==> config.mk <==
export PLATFORM = sky130hd
export DESIGN_NAME = pipeline_stage_register
export DESIGN_NICKNAME = d
export VERILOG_FILES = /design/src/rtl/pipeline_stage_register_pkg.sv /design/src/rtl/pipeline_stage_register_slot.sv /design/src/rtl/pipeline_stage_register.sv
export SDC_FILE = /design/constraint.sdc
export NUM_CORES = 1
export LEC_CHECK = 0
export CORE_MARGIN = 3
export CORE_UTILIZATION = 40
export CTS_CLUSTER_DIAMETER = 200
export CTS_CLUSTER_SIZE = 12
export DETAILED_ROUTE_END_ITERATION = 16
export GPL_TIMING_DRIVEN = 0
export PLACE_DENSITY_LB_ADDON = 0.08
export SYNTH_ARGS = -nofsm -noshare
export SYNTH_HDL_FRONTEND = slang
export SYNTH_SLANG_ARGS = --single-unit
==> constraint.sdc <==
create_clock -name clk_i -period 3.9 [get_ports clk_i]
set_input_delay 0.78 -clock clk_i [delete_from_list [all_inputs] [get_ports clk_i]]
set_output_delay 0.78 -clock clk_i [all_outputs]
set_load 0.01 [all_outputs]
==> src/rtl/pipeline_stage_register_pkg.sv <==
// rtl/pipeline_stage_register_pkg.sv - shared flush type, side-effect indices and stage payload layouts
package pipeline_stage_register_pkg;

  localparam int PAYLOAD_W_DEF = 128;
  localparam int SIDE_W_DEF    = 4;

  // Pipeline-wide flush request carried on flush_i
  typedef enum logic {
    NO_FLUSH       = 1'b0,
    FLUSH_PIPELINE = 1'b1
  } flush_pipeline_sig;

  // Bit positions of the side-effect enables inside side_i / side_o
  typedef enum logic [1:0] {
    MEM_RD   = 2'd0,
    MEM_WR   = 2'd1,
    RF_WR    = 2'd2,
    FLAG_UPD = 2'd3
  } pipe_side_idx_e;

  // Per-stage payload layouts, each packed to PAYLOAD_W_DEF bits
  typedef struct packed {
    logic [31:0] pc;
    logic [31:0] instr;
    logic [63:0] rsvd;
  } if_id_payload_t;

  typedef struct packed {
    logic [31:0] pc;
    logic [31:0] rs1_val;
    logic [31:0] rs2_val;
    logic [31:0] imm;
  } id_ex_payload_t;

  typedef struct packed {
    logic [31:0] pc;
    logic [31:0] alu_result;
    logic [31:0] store_data;
    logic [26:0] rsvd;
    logic [4:0]  rd;
  } ex_mem_payload_t;

  typedef struct packed {
    logic [31:0] pc;
    logic [31:0] result;
    logic [31:0] load_data;
    logic [26:0] rsvd;
    logic [4:0]  rd;
  } mem_wb_payload_t;

  // Pick one named side-effect enable out of a side vector
  function automatic logic side_bit(input logic [SIDE_W_DEF-1:0] side, input pipe_side_idx_e idx);
    return side[idx];
  endfunction

endpackage

==> src/rtl/pipeline_stage_register_slot.sv <==
// rtl/pipeline_stage_register_slot.sv - one valid+payload+side holding entry with independent valid and data writes
module pipeline_stage_register_slot
  import pipeline_stage_register_pkg::*;
#(
  parameter int PAYLOAD_W = PAYLOAD_W_DEF,
  parameter int SIDE_W    = SIDE_W_DEF
) (
  input  logic                 clk_i,
  input  logic                 reset_n_i,
  input  logic                 valid_we_i,
  input  logic                 valid_in_i,
  input  logic                 data_we_i,
  input  logic [PAYLOAD_W-1:0] payload_in_i,
  input  logic [SIDE_W-1:0]    side_in_i,
  output logic                 valid_o,
  output logic [PAYLOAD_W-1:0] payload_o,
  output logic [SIDE_W-1:0]    side_o
);

  logic                 valid_d,   valid_q;
  logic [PAYLOAD_W-1:0] payload_d, payload_q;
  logic [SIDE_W-1:0]    side_d,    side_q;

  // Valid and data are written separately so a bubble or flush leaves the payload untouched
  always_comb begin
    valid_d   = valid_q;
    payload_d = payload_q;
    side_d    = side_q;
    if (valid_we_i) valid_d = valid_in_i;
    if (data_we_i) begin
      payload_d = payload_in_i;
      side_d    = side_in_i;
    end
  end

  // Entry state, cleared asynchronously on reset
  always_ff @(posedge clk_i or negedge reset_n_i) begin
    if (!reset_n_i) begin
      valid_q   <= 1'b0;
      payload_q <= '0;
      side_q    <= '0;
    end else begin
      valid_q   <= valid_d;
      payload_q <= payload_d;
      side_q    <= side_d;
    end
  end

  assign valid_o   = valid_q;
  assign payload_o = payload_q;
  assign side_o    = side_q;

endmodule

==> src/rtl/pipeline_stage_register.sv <==
// rtl/pipeline_stage_register.sv - elastic inter-stage register with flush, bubble insertion and optional skid slot (PIPE_STAGE_SKID_EN)
module pipeline_stage_register
  import pipeline_stage_register_pkg::*;
#(
  parameter int PAYLOAD_W = PAYLOAD_W_DEF,
  parameter int SIDE_W    = SIDE_W_DEF
) (
  input  logic                 clk_i,
  input  logic                 reset_n_i,
  input  logic                 valid_i,
  output logic                 ready_o,
  input  logic [PAYLOAD_W-1:0] payload_i,
  input  logic [SIDE_W-1:0]    side_i,
  input  flush_pipeline_sig    flush_i,
  input  logic                 invalidate_i,
  output logic                 valid_o,
  input  logic                 ready_i,
  output logic [PAYLOAD_W-1:0] payload_o,
  output logic [SIDE_W-1:0]    side_o,
  output logic [1:0]           occupancy_o
);

  logic                 flush;
  logic                 in_fire;
  logic                 main_valid;
  logic [PAYLOAD_W-1:0] main_payload;
  logic [SIDE_W-1:0]    main_side;
  logic                 main_valid_we, main_valid_in, main_data_we;
  logic [PAYLOAD_W-1:0] main_payload_in;
  logic [SIDE_W-1:0]    main_side_in;

  assign flush   = (flush_i == FLUSH_PIPELINE);
  assign in_fire = valid_i & ready_o;

  pipeline_stage_register_slot #(.PAYLOAD_W(PAYLOAD_W), .SIDE_W(SIDE_W)) u_main (
    .clk_i       (clk_i),
    .reset_n_i   (reset_n_i),
    .valid_we_i  (main_valid_we),
    .valid_in_i  (main_valid_in),
    .data_we_i   (main_data_we),
    .payload_in_i(main_payload_in),
    .side_in_i   (main_side_in),
    .valid_o     (main_valid),
    .payload_o   (main_payload),
    .side_o      (main_side)
  );

`ifdef PIPE_STAGE_SKID_EN
  logic                 skid_valid;
  logic [PAYLOAD_W-1:0] skid_payload;
  logic [SIDE_W-1:0]    skid_side;
  logic                 skid_valid_we, skid_valid_in, skid_data_we;

  // Acceptance depends only on skid state, so ready_i never reaches ready_o combinationally
  assign ready_o = ~skid_valid & ~invalidate_i;

  pipeline_stage_register_slot #(.PAYLOAD_W(PAYLOAD_W), .SIDE_W(SIDE_W)) u_skid (
    .clk_i       (clk_i),
    .reset_n_i   (reset_n_i),
    .valid_we_i  (skid_valid_we),
    .valid_in_i  (skid_valid_in),
    .data_we_i   (skid_data_we),
    .payload_in_i(payload_i),
    .side_in_i   (side_i),
    .valid_o     (skid_valid),
    .payload_o   (skid_payload),
    .side_o      (skid_side)
  );

  // Two-entry FIFO steering: flush kills both, a full skid refills main, otherwise main or skid take the new beat
  always_comb begin
    main_valid_we   = 1'b0;
    main_valid_in   = 1'b0;
    main_data_we    = 1'b0;
    main_payload_in = payload_i;
    main_side_in    = side_i;
    skid_valid_we   = 1'b0;
    skid_valid_in   = 1'b0;
    skid_data_we    = 1'b0;
    if (flush) begin
      main_valid_we = 1'b1;
      skid_valid_we = 1'b1;
    end else if (skid_valid) begin
      if (ready_i) begin
        main_valid_we   = 1'b1;
        main_valid_in   = 1'b1;
        main_data_we    = 1'b1;
        main_payload_in = skid_payload;
        main_side_in    = skid_side;
        skid_valid_we   = 1'b1;
      end
    end else if (~main_valid | ready_i) begin
      main_valid_we = 1'b1;
      main_valid_in = in_fire;
      main_data_we  = in_fire;
    end else if (in_fire) begin
      skid_valid_we = 1'b1;
      skid_valid_in = 1'b1;
      skid_data_we  = 1'b1;
    end
  end

  assign occupancy_o = {1'b0, main_valid} + {1'b0, skid_valid};
`else
  assign ready_o = (~main_valid | ready_i) & ~invalidate_i;

  // Single slot: advance whenever empty or drained; a blocked beat (invalidate) leaves a bubble
  always_comb begin
    main_valid_we   = 1'b0;
    main_valid_in   = 1'b0;
    main_data_we    = 1'b0;
    main_payload_in = payload_i;
    main_side_in    = side_i;
    if (flush) begin
      main_valid_we = 1'b1;
    end else if (~main_valid | ready_i) begin
      main_valid_we = 1'b1;
      main_valid_in = in_fire;
      main_data_we  = in_fire;
    end
  end

  assign occupancy_o = {1'b0, main_valid};
`endif

  assign valid_o   = main_valid;
  assign payload_o = main_payload;
  assign side_o    = main_side & {SIDE_W{main_valid}};

endmodule

== Word level (Yosys, flattened, before mapping) ==
Cells that the tools add are included.

* Output and inout bits: 136
* Register bits: 133

* Multiplexer cells: 4
* Bitwise gates (word level): 6

{| class="wikitable"
|+ Operator list
! kind !! count
|-
| AND 4 bit || 1
|-
| two-way mux 1 bit || 4
|-
| AND 1 bit || 2
|-
| NOT 1 bit || 2
|-
| OR 1 bit || 1
|}

== Logic depth before layout (Yosys ltp) ==
Gate-level depths: netlist of run 1.

* Depth after elaboration: 6
* Gate-level depth with buffers: 5
* Depth with buffers taken out: 3

== Modules after synthesis ==
Synthesis of run 1 repeated with hierarchy kept, for this count alone.

* Cell total of the unflattened synthesis: 292
* Area, all modules: 5358.9 um^2

{| class="wikitable"
|+ Modules (own cells, without submodules)
! module !! times used !! cells each !! area an instance (um^2)
|-
| pipeline_stage_register_slot || 1 || 281 || 5267.6
|-
| pipeline_stage_register || 1 || 11 || 91.3
|}

== Least setup slack after synthesis of run 1 ==
OpenSTA, ideal clock, no wires.

* Kind: input-to-reg
* Start: input port ready_i
* End: register u_main.payload_q[100] (netlist: u_main.payload_o[100])
* Arrival time: 1.984 ns
* Path slack: 1.788 ns
* Setup time: 0.127 ns
* Stages on the path: 5
* Cells stage by stage: and2b_1 > nor4b_4 > buf_4 > buf_6 > mux2_1

* Longest elaborated chain between the ends: 5

{| class="wikitable"
|+ RTL lines
! element !! line !! RTL
|-
| from (decl) || pipeline_stage_register.sv:17 || <nowiki>input logic ready_i,</nowiki>
|-
| OR 1 bit * || pipeline_stage_register.sv:105, pipeline_stage_register.sv:116 ||
|-
| AND 1 bit || pipeline_stage_register.sv:105 || <nowiki>assign ready_o = (~main_valid | ready_i) & ~invalidate_i;</nowiki>
|-
| AND 1 bit || pipeline_stage_register.sv:33 || <nowiki>assign in_fire = valid_i & ready_o;</nowiki>
|-
| two-way mux 1 bit * || pipeline_stage_register.sv:116 || <nowiki>end else if (~main_valid | ready_i) begin</nowiki>
|-
| two-way mux 1 bit * || pipeline_stage_register.sv:114 || <nowiki>if (flush) begin</nowiki>
|-
| to (signal assigned) || pipeline_stage_register_slot.sv:44 || <nowiki>payload_q <= payload_d;</nowiki>
|-
| to (decl) || pipeline_stage_register_slot.sv:21 || <nowiki>logic [PAYLOAD_W-1:0] payload_d, payload_q;</nowiki>
|}

Mark *: on every way between the ends. The rest lies on a longest branch, timed or not.
A chain may end at the register's enable or synchronous reset.

== Worst setup path after layout of run 1 ==
* Start: input port ready_i
* End: output port ready_o

* Longest elaborated chain between the ends: 2

{| class="wikitable"
|+ RTL lines
! element !! line !! RTL
|-
| OR 1 bit || pipeline_stage_register.sv:105 ||
|-
| AND 1 bit || pipeline_stage_register.sv:105 ||
|-
| to (decl) || pipeline_stage_register.sv:11 || <nowiki>output logic ready_o,</nowiki>
|}

No other way between the ends.

==> impl_results.md, run 1 <==
- Synth-to-Final Area Change: 70.2%
- Core ar.: 12200 um^2
- Initial antenna violation count: 0
- Critical path, cell by cell: clkdlybuf4s50_1 -> and2b_1 -> nor2_1 -> clkdlybuf4s50_1
- Slew HR: 0.601
- Max cap viols: 0
- Total wire length: 13400 um
- Final antenna-violating net count: 0
- Max H-tree Level: 4
- Initial DRC count: 145
- Worst-path clk slew: roughly 50 ps
- PortBufs: 272
- Layout cell share with drive strength beyond 1: 0.183
- Hold Fails Final Rpt: 0
- Root Buffer: clkbuf_16
- VDD IR-drop max: 0.000350 V
- Post-route setup slack: 1030 ps
- Placer Congestion: 0.713
- Pre-CTS WS: 970 ps
- Yosys warns: 0
- Cell mode on critical path: clkdlybuf4s50_1
- Max incr delay on CP: about 550 ps
- Crit-path max FO: 3
- Fin crit period: ~2900 ps
- CP top delay family: buffers and inverters
- Post-Syn Nets: 429
- Pleak: around 3.6 nW
- CTS Buf Count: 17
- Row cnt: 40
- Reg2reg setup slack: roughly 1800 ps
- Via/cell ratio: 4.69
- Die Ht: 118 um
- CTS tree: built
- IO Pins: 274
- Die ar.: 13900 um^2
- Post-synthesis cell count: between 200 and 300
- Sink Count: around 130
- RSZ-0062 raised after global routing: false
- Synth Cell Area: 5020 um^2
- Post-CTS setup repair buffer count: 0
- Unique cell type count in the Yosys netlist: 13
- TritonRoute pass-1 iters: 4
- PwrDens: 524 nW/um^2
- WP buf/inv: 2
- DRC Markers: 0
- Hold slack: 358 ps
- # hold bufs at CTS: 0
- Worst setup EP type: output port
- Status: finished clean
- Post-DP HPWL: 10500 um
- GRT Resource Usage Total: 0.198
- Post-CTS resize count: 0
- Via count: roughly 3600
- Path type of the worst setup path: in -> out
- Initial core utilization: 0.413
- Flops & latches, synth: roughly 130
- Final period util: 0.737
- Global route overflow: 0
- Max Slew Vio Count: 0
- Startpoint Class: input port
- Worst Skew: 4.01 ps
- Crit path max-delay cell type: clkdlybuf4s50_1
- Clock buffer depth: 2
- Clock Latency Late Sink: roughly 410 ps
- Sequential fraction of the synthesis area: 0.663
- Vias in the first global route: 3932
- Worst Tran Pin Value: 598 ps
- Syn avg cell area: 17.3 um^2
- Pin count of the biggest net entering global routing: 70
- Die Span X: 118 um
- Maximum clock frequency: roughly 350 MHz
- Average wire per standard cell: 17.5 um
- First-pass GRT wire length: 21300 um
- Diodes inserted: 0
- Crit path DAT: 2090 ps
- Nets: 721
- Worst hold path type: in -> async
- Final Setup Violations: 0
- Req. time, crit path: 3120 ps
-- Yosys cell counts --
library cell / instances / area share
buf_4: 3 / 0.0045
mux2_1: 69 / 0.15
buf_2: 6 / 0.0060
conb_1: 1 / 0.00075
and2_1: 4 / 0.0050
dfrtp_1: 133 / 0.66
a21o_1: 1 / 0.0015
mux2_2: 63 / 0.14
and2b_1: 1 / 0.0015
nor2_1: 1 / 0.00075
buf_6: 7 / 0.016
nor4b_4: 1 / 0.0047
inv_1: 1 / 0.00075
-- layout by cell type, fill, tap and decap left out, drive strengths merged --
| cell type | n |
|---|---|
| nor2 | 1 |
| clkinv | 2 |
| a21o | 1 |
| mux2 | 132 |
| nor4b | 1 |
| clkdlybuf4s50 | 271 |
| inv | 1 |
| and2b | 1 |
| clkbuf | 30 |
| and2 | 4 |
| dfrtp | 133 |
| buf | 18 |
| conb | 1 |
-- path summary, 6_finish.rpt --
| kind | startpoint | end | cells after the start |
|---|---|---|---|
| worst min-delay path | reset_n_i | u_main.payload_o[102]$_DFFE_PN0P_ | 1 |
| worst max register to register | u_main.valid_o$_DFFE_PN0P_ | u_main.payload_o[95]$_DFFE_PN0P_ | 5 |
| min in group clk_i | u_main.payload_o[111]$_DFFE_PN0P_ | u_main.payload_o[111]$_DFFE_PN0P_ | 1 |
| worst min register to register | u_main.payload_o[111]$_DFFE_PN0P_ | u_main.payload_o[111]$_DFFE_PN0P_ | 1 |
| max in group asynchronous | reset_n_i | u_main.payload_o[101]$_DFFE_PN0P_ | 2 |
| worst max-delay path | ready_i | ready_o | 4 |
-- report_power, final --
group | leakage [nW] | switching, mW | internal, mW | total (mW)
combinational | 1.73 | 0.419 | 0.772 | 1.19
clock | 0.281 | 0.537 | 0.948 | 1.48
sequential | 1.58 | 0.135 | 1.66 | 1.80
total | 3.58 | 1.09 | 3.38 | 4.47
-- sequential cells by signal, summed over array words and instances, names as in the netlist --
signal            cells
u_main.valid_o        1
u_main.side_o         4
u_main.payload_o    128
-- final cells by class --
cell class	instances	area, um^2
Buffer	16	131
Clock buffer	30	554
Clock inverter	2	10.0
Fill cell	883	3610
Inverter	1	3.75
Multi-Input combinational cell	141	1560
Sequential cell	133	3330
Tap cell	168	210
Timing Repair Buffer	273	2750
-- logic make-up (layout without fill, tap and decap cells) --
group                  Yosys count  count (layout)  share of synthesized area
AOI/OAI and AO/OA                1               1                    0.00150
DFF                            133             133                      0.663
buffers and inverters           17             322                     0.0269
other                            1               1                   0.000747
muxes                          132             132                      0.296
and+or+nand+nor                  7               7                     0.0120
-- per-stage QoR --
stage	cells	TNS [ps]	power, mW	area [um^2]	utilization
floorplan	291	0	2.20	5020	-
detailed placement	732	0	3.03	7980	0.656
CTS	764	0	4.53	8550	0.703
finish	764	0	4.47	8550	0.703
global route	764	0	4.68	8550	0.703
global placement	731	-416950	2.99	7950	0.654
-- routing by layer --
layer,GRT usage,part of all wire
met3,0.105,0.11
met5,0,0
met4,0.0762,0.020
met1,0.201,0.35
met2,0.345,0.52
No activity file was read; power rests on OpenSTA's default activity.
==> inputs of run 2 (changes only) <==
--- a/config.mk
+++ b/config.mk
@@ -6,7 +6,7 @@
 export NUM_CORES = 1
 export LEC_CHECK = 0
 export CORE_MARGIN = 3
-export CORE_UTILIZATION = 40
+export CORE_UTILIZATION = 39
 export CTS_CLUSTER_DIAMETER = 200
 export CTS_CLUSTER_SIZE = 12
 export DETAILED_ROUTE_END_ITERATION = 16
==> constraint.sdc (replaced) <==
create_clock -name clk_i -period 2.8 [get_ports clk_i]
set_input_delay 0.56 -clock clk_i [delete_from_list [all_inputs] [get_ports clk_i]]
set_output_delay 0.56 -clock clk_i [all_outputs]
set_load 0.01 [all_outputs]
==> impl_results.md, run 2 (synthesis results as in run 1) <==
- Post-DP Area: 7980 um^2 (unchanged)
- Met1 WL: 4960 um (was 4670 um)
- Most frequent cells in the layout: clkdlybuf4s50_1, dfrtp_1, mux2_1 (unchanged)
- Total wire length: 13400 um (about the same)
- Post-CTS resize count: 0 (unchanged)
- Pin count of the biggest net entering global routing: 69 (was 70)
- TritonRoute pass-1 iters: 3 (was 4)
- Initial DRC count: 132 (was 145)
- Via count: 3538 (was 3582)
- Max cap viols: 0 (unchanged)
- Slew HR: 0.584 (was 0.601)
- Diodes inserted: 0 (unchanged)
- VDD IR-drop max: 0.000396 V (was 0.000350 V)
- Clock Latency Late Sink: 400 ps (was 410 ps)
- Sink Count: 133 (unchanged)
- Nets: 721 (unchanged)
- Crit-path max FO: 3 (unchanged)
- Pleak: 3.57 nW (was 3.58 nW)
- Final period util: 0.877
- Max Slew Vio Count: 0 (unchanged)
- # hold bufs at CTS: 0 (unchanged)
- Die ar.: 14300 um^2 (was 13900 um^2)
- Average wire per standard cell: 17.6 um (was 17.5 um)
- Die Span X: 119 um (was 118 um)
- Placer Congestion: 0.699 (was 0.713)
- Worst hold path type: in -> async (unchanged)
- Final Setup Violations: 0 (unchanged)
- Post-CTS setup repair buffer count: 0 (unchanged)
- Vias in the first global route: 3850 (was 3932)
- Commonest non-fill, non-tap cell in the layout: clkdlybuf4s50_1 (unchanged)
- Uppermost layer routed: met4 (unchanged)
- Die Ht: 119 um (was 118 um)
- First-pass GRT wire length: 20900 um (was 21300 um)
- Worst Tran Pin Value: 623 ps (was 598 ps)
- Path type of the worst setup path: in -> out (unchanged)
- IO Pins: 274 (unchanged)
- Startpoint Class: input port (unchanged)
- CP Launch Point: ready_i (unchanged)
- Row cnt: 40 (unchanged)
- Status: finished clean (unchanged)
- Crit path DAT: 1900 ps (was 2090 ps)
- Worst setup EP type: output port (unchanged)
- Synth-to-Final Area Change: 69.5% (was 70.2%)
- Max H-tree Level: 4 (unchanged)
- Core ar.: 12300 um^2 (was 12200 um^2)
- Via/cell ratio: 4.63 (was 4.69)
- Fill count: 891 (was 883)
- Fin Setup TNS: 0 ps (unchanged)
- Clock buffer depth: 2 (unchanged)
- Global route overflow: 0 (unchanged)
- Reg-to-Reg Start: u_main.valid_o$_DFFE_PN0P_ (unchanged)
- Maximum clock frequency: 407 MHz
- Largest register FFs: 128 (unchanged)
- CTS Buf Count: 17 (unchanged)
- Worst Skew: 5.25 ps (was 4.01 ps)
- Layout cell share with drive strength beyond 1: 0.180 (was 0.183)
- PwrDens: 720 nW/um^2 (was 524 nW/um^2)
- Worst-path clk slew: 50 ps (about the same)
- CTS tree: built (unchanged)
- Req. time, crit path: 2240 ps (was 3120 ps)
- DRC Markers: 0 (unchanged)
- RSZ-0062 raised after global routing: false (unchanged)
- Root Buffer: clkbuf_16 (unchanged)
- Initial antenna violation count: 0 (unchanged)
- GRT Resource Usage Total: 0.193 (was 0.198)
- Hold Fails Final Rpt: 0 (unchanged)
- Fin crit period: 2460 ps
- Met3 WL: 1460 um (was 1470 um)
- Post-DP HPWL: 10500 um (about the same)
- Initial core utilization: 0.408 (was 0.413)
- PortBufs: 272 (unchanged)
- Final antenna-violating net count: 0 (unchanged)
- Wire length on met2: 6700 um (was 6970 um)
- Fin area: 8510 um^2 (was 8550 um^2)
## run 2: through the flow
stage	instances	util	hold WS [ps]	setup slack, ps	power, mW
after floorplan	291	-	264	908	3.07
after global placement	731	0.646	466	-4040	4.17
after detailed placement	732	0.648	474	163	4.22
after CTS	764	0.691	162	340	6.21
after global routing	764	0.691	178	273	6.41
final	764	0.691	140	345	6.13
## run 2: area by class of cell
| class | instances | area (um^2) | area share |
|---|---|---|---|
| buffer | 16 | 131 | 0.0154 |
| clock buffer | 28 | 507 | 0.0596 |
| clock inverter | 4 | 20.0 | 0.00235 |
| inverter | 1 | 3.75 | 0.000441 |
| multi-input combinational | 141 | 1560 | 0.183 |
| sequential | 133 | 3330 | 0.391 |
| tap | 168 | 210 | 0.0247 |
| timing repair buffer | 273 | 2750 | 0.323 |
## run 2: worst max-delay path, stage by stage
cell	delay (ps)
clkdlybuf4s50_1	460
and2b_1	220
nor2_1	100
clkdlybuf4s50_1	560
## run 2: worst paths after layout
check / end / slack [ps] / depth (start not counted)
max in group asynchronous: u_main.payload_o[126]$_DFFE_PN0P_ / 1920 / 2
worst min-delay path: u_main.payload_o[108]$_DFFE_PN0P_ / 140 / 1
worst max register to register: u_main.payload_o[76]$_DFFE_PN0P_ / 750 / 5
worst max-delay path: ready_o / 340 / 4
min in group clk_i: u_main.payload_o[108]$_DFFE_PN0P_ / 480 / 1
worst min register to register: u_main.payload_o[108]$_DFFE_PN0P_ / 480 / 1
## run 2: power breakdown
group	internal, mW	switching (mW)
sequential	2.32	0.186
combinational	1.08	0.584
clock	1.22	0.743
## run 2: layer usage
| metal | track usage | up-vias |
|---|---|---|
| met1 | 0.206 | 1721 |
| met5 | 0 | - |
| met2 | 0.325 | 184 |
| met3 | 0.0931 | 22 |
| li1 | - | 1611 |
| met4 | 0.0838 | 0 |
==> inputs of run 3 (changes only) <==
--- a/config.mk
+++ b/config.mk
@@ -11,7 +11,7 @@
 export CTS_CLUSTER_SIZE = 12
 export DETAILED_ROUTE_END_ITERATION = 16
 export GPL_TIMING_DRIVEN = 0
-export PLACE_DENSITY_LB_ADDON = 0.08
+export PLACE_DENSITY = 0.77
 export SYNTH_ARGS = -nofsm -noshare
 export SYNTH_HDL_FRONTEND = slang
 export SYNTH_SLANG_ARGS = --single-unit
==> impl_results.md, run 3 (synthesis results as in run 1) <==
- Status: finished clean (unchanged)
- Post-CTS setup repair buffer count: 0 (unchanged)
- Fin crit period: 2460 ps (about the same)
- Nets: 721 (unchanged)
- Comb pwr share: 0.263 (was 0.271)
- Sink Count: 133 (unchanged)
- Worst Skew: 5.10 ps (was 5.25 ps)
- Total wire length: 14100 um (was 13400 um)
- Global route overflow: 0 (unchanged)
- RSZ-0062 raised after global routing: false (unchanged)
- Via/cell ratio: 4.70 (was 4.63)
- Root Buffer: clkbuf_16 (unchanged)
- Startpoint Class: input port (unchanged)
- Die Ht: 119 um (unchanged)
- Max H-tree Level: 4 (unchanged)
- Average wire per standard cell: 18.5 um (was 17.6 um)
- Switching Share: 0.249 (was 0.247)
- Fin Setup TNS: 0 ps (unchanged)
- Die Span X: 119 um (unchanged)
- Via count: 3593 (was 3538)
- Worst setup EP type: output port (unchanged)
- TritonRoute pass-1 iters: 4 (was 3)
- Pleak: 3.60 nW (was 3.57 nW)
- Initial antenna violation count: 0 (unchanged)
- NetSw: 1.58 mW (was 1.51 mW)
- Worst hold path type: in -> async (unchanged)
- Pin count of the biggest net entering global routing: 69 (unchanged)
- Post-CTS resize count: 0 (unchanged)
- Commonest non-fill, non-tap cell in the layout: clkdlybuf4s50_1 (unchanged)
- Clock Latency Late Sink: 410 ps (was 400 ps)
- Layout cell share with drive strength beyond 1: 0.188 (was 0.180)
- Die ar.: 14300 um^2 (unchanged)
- Path type of the worst setup path: in -> out (unchanged)
- Hold Fails Final Rpt: 0 (unchanged)
- Core ar.: 12300 um^2 (unchanged)
- CTS Buf Count: 17 (unchanged)
- Max Slew Vio Count: 0 (unchanged)
- Worst-path clk slew: 60 ps (was 50 ps)
- Largest register FFs: 128 (unchanged)
- Initial core utilization: 0.408 (unchanged)
- # hold bufs at CTS: 0 (unchanged)
- Sequential Power Share: 0.397 (was 0.409)
- First-pass GRT wire length: 21900 um (was 20900 um)
- CTS tree: built (unchanged)
- Clock buffer depth: 2 (unchanged)
- Initial DRC count: 120 (was 132)
- Synth-to-Final Area Change: 70.5% (was 69.5%)
- Final period util: 0.877 (about the same)
- Diodes inserted: 0 (unchanged)
- Crit path DAT: 1900 ps (about the same)
- Row cnt: 40 (unchanged)
- Maximum clock frequency: 407 MHz (about the same)
- Worst Tran Pin Value: 630 ps (was 623 ps)
- DRC Markers: 0 (unchanged)
- Clock power share: 0.340 (was 0.321)
- VDD IR-drop max: 0.000376 V (was 0.000396 V)
- Post-DP HPWL: 10800 um (was 10500 um)
- Final Setup Violations: 0 (unchanged)
- IO Pins: 274 (unchanged)
- PwrDens: 741 nW/um^2 (was 720 nW/um^2)
- GRT Resource Usage Total: 0.204 (was 0.193)
- Crit-path max FO: 3 (unchanged)
- Placer Congestion: 0.748 (was 0.699)
- Most frequent cells in the layout: clkdlybuf4s50_1, dfrtp_1, mux2_1 (unchanged)
- Max cap viols: 0 (unchanged)
- End-of-flow core utilization: 0.695 (was 0.691)
- Final antenna-violating net count: 0 (unchanged)
- Slew HR: 0.580 (was 0.584)
- Req. time, crit path: 2240 ps (about the same)
- Int Power: 4.76 mW (was 4.61 mW)
- Vias in the first global route: 4035 (was 3850)
- PortBufs: 272 (unchanged)
[run 3: changes by cell type in the layout (fill, tap and decap cells not counted)]
cell / delta
clkinv_4: +1
clkbuf_1: -5
clkinv_2: +3
clkbuf_8: -1
bufinv_16: +2
[run 3: cell type report]
class                           instances  area (um^2)
Buffer                                 16          131
Clock buffer                           22          474
Clock inverter                         10          104
Fill cell                             907         3750
Inverter                                1         3.75
Multi-Input combinational cell        141         1560
Sequential cell                       133         3330
Tap cell                              168          210
Timing Repair Buffer                  273         2750
[run 3: layer usage]
layer	part of all wire	routed length [um]	global-route usage
met5	0	0	0
met4	0.027	382	0.0916
met3	0.097	1370	0.0907
met2	0.54	7660	0.370
met1	0.33	4710	0.198
[run 3: path summary, 6_finish.rpt]
check,from,to,slack [ps],depth (start not counted)
max,ready_i,ready_o,340,4
min,reset_n_i,u_main.payload_o[50]$_DFFE_PN0P_,140,1
max reg2reg,u_main.valid_o$_DFFE_PN0P_,u_main.payload_o[52]$_DFFE_PN0P_,690,5
min reg2reg,u_main.payload_o[106]$_DFFE_PN0P_,u_main.payload_o[106]$_DFFE_PN0P_,480,1
max in group asynchronous,reset_n_i,u_main.payload_o[10]$_DFFE_PN0P_,1910,2
min in group clk_i,u_main.payload_o[106]$_DFFE_PN0P_,u_main.payload_o[106]$_DFFE_PN0P_,480,1
[run 3: power by group through the flow]
stage | registers, mW | clock network [mW] | logic, mW
global placement | 2.52 | 0 | 1.65
global route | 2.57 | 2.30 | 1.77
finish | 2.52 | 2.15 | 1.67
floorplan | 2.71 | 0 | 0.356
detailed placement | 2.55 | 0 | 1.69
CTS | 2.52 | 2.20 | 1.70
[run 3: per-stage QoR]
stage                     power (mW)  area, um^2  hold WS (ps)  cells  setup WS [ps]
final                           6.34        8560           139    764            344
after global routing            6.64        8560           164    764            271
after CTS                       6.42        8560           153    764            329
after detailed placement        4.24        7980           474    732            121
after global placement          4.17        7950           466    731          -3960
after floorplan                 3.07        5020           264    291            908
[run 3: worst max-delay path: stages]
cell	delay, ps
clkdlybuf4s50_1	440
and2b_1	220
nor2_1	110
clkdlybuf4s50_1	570
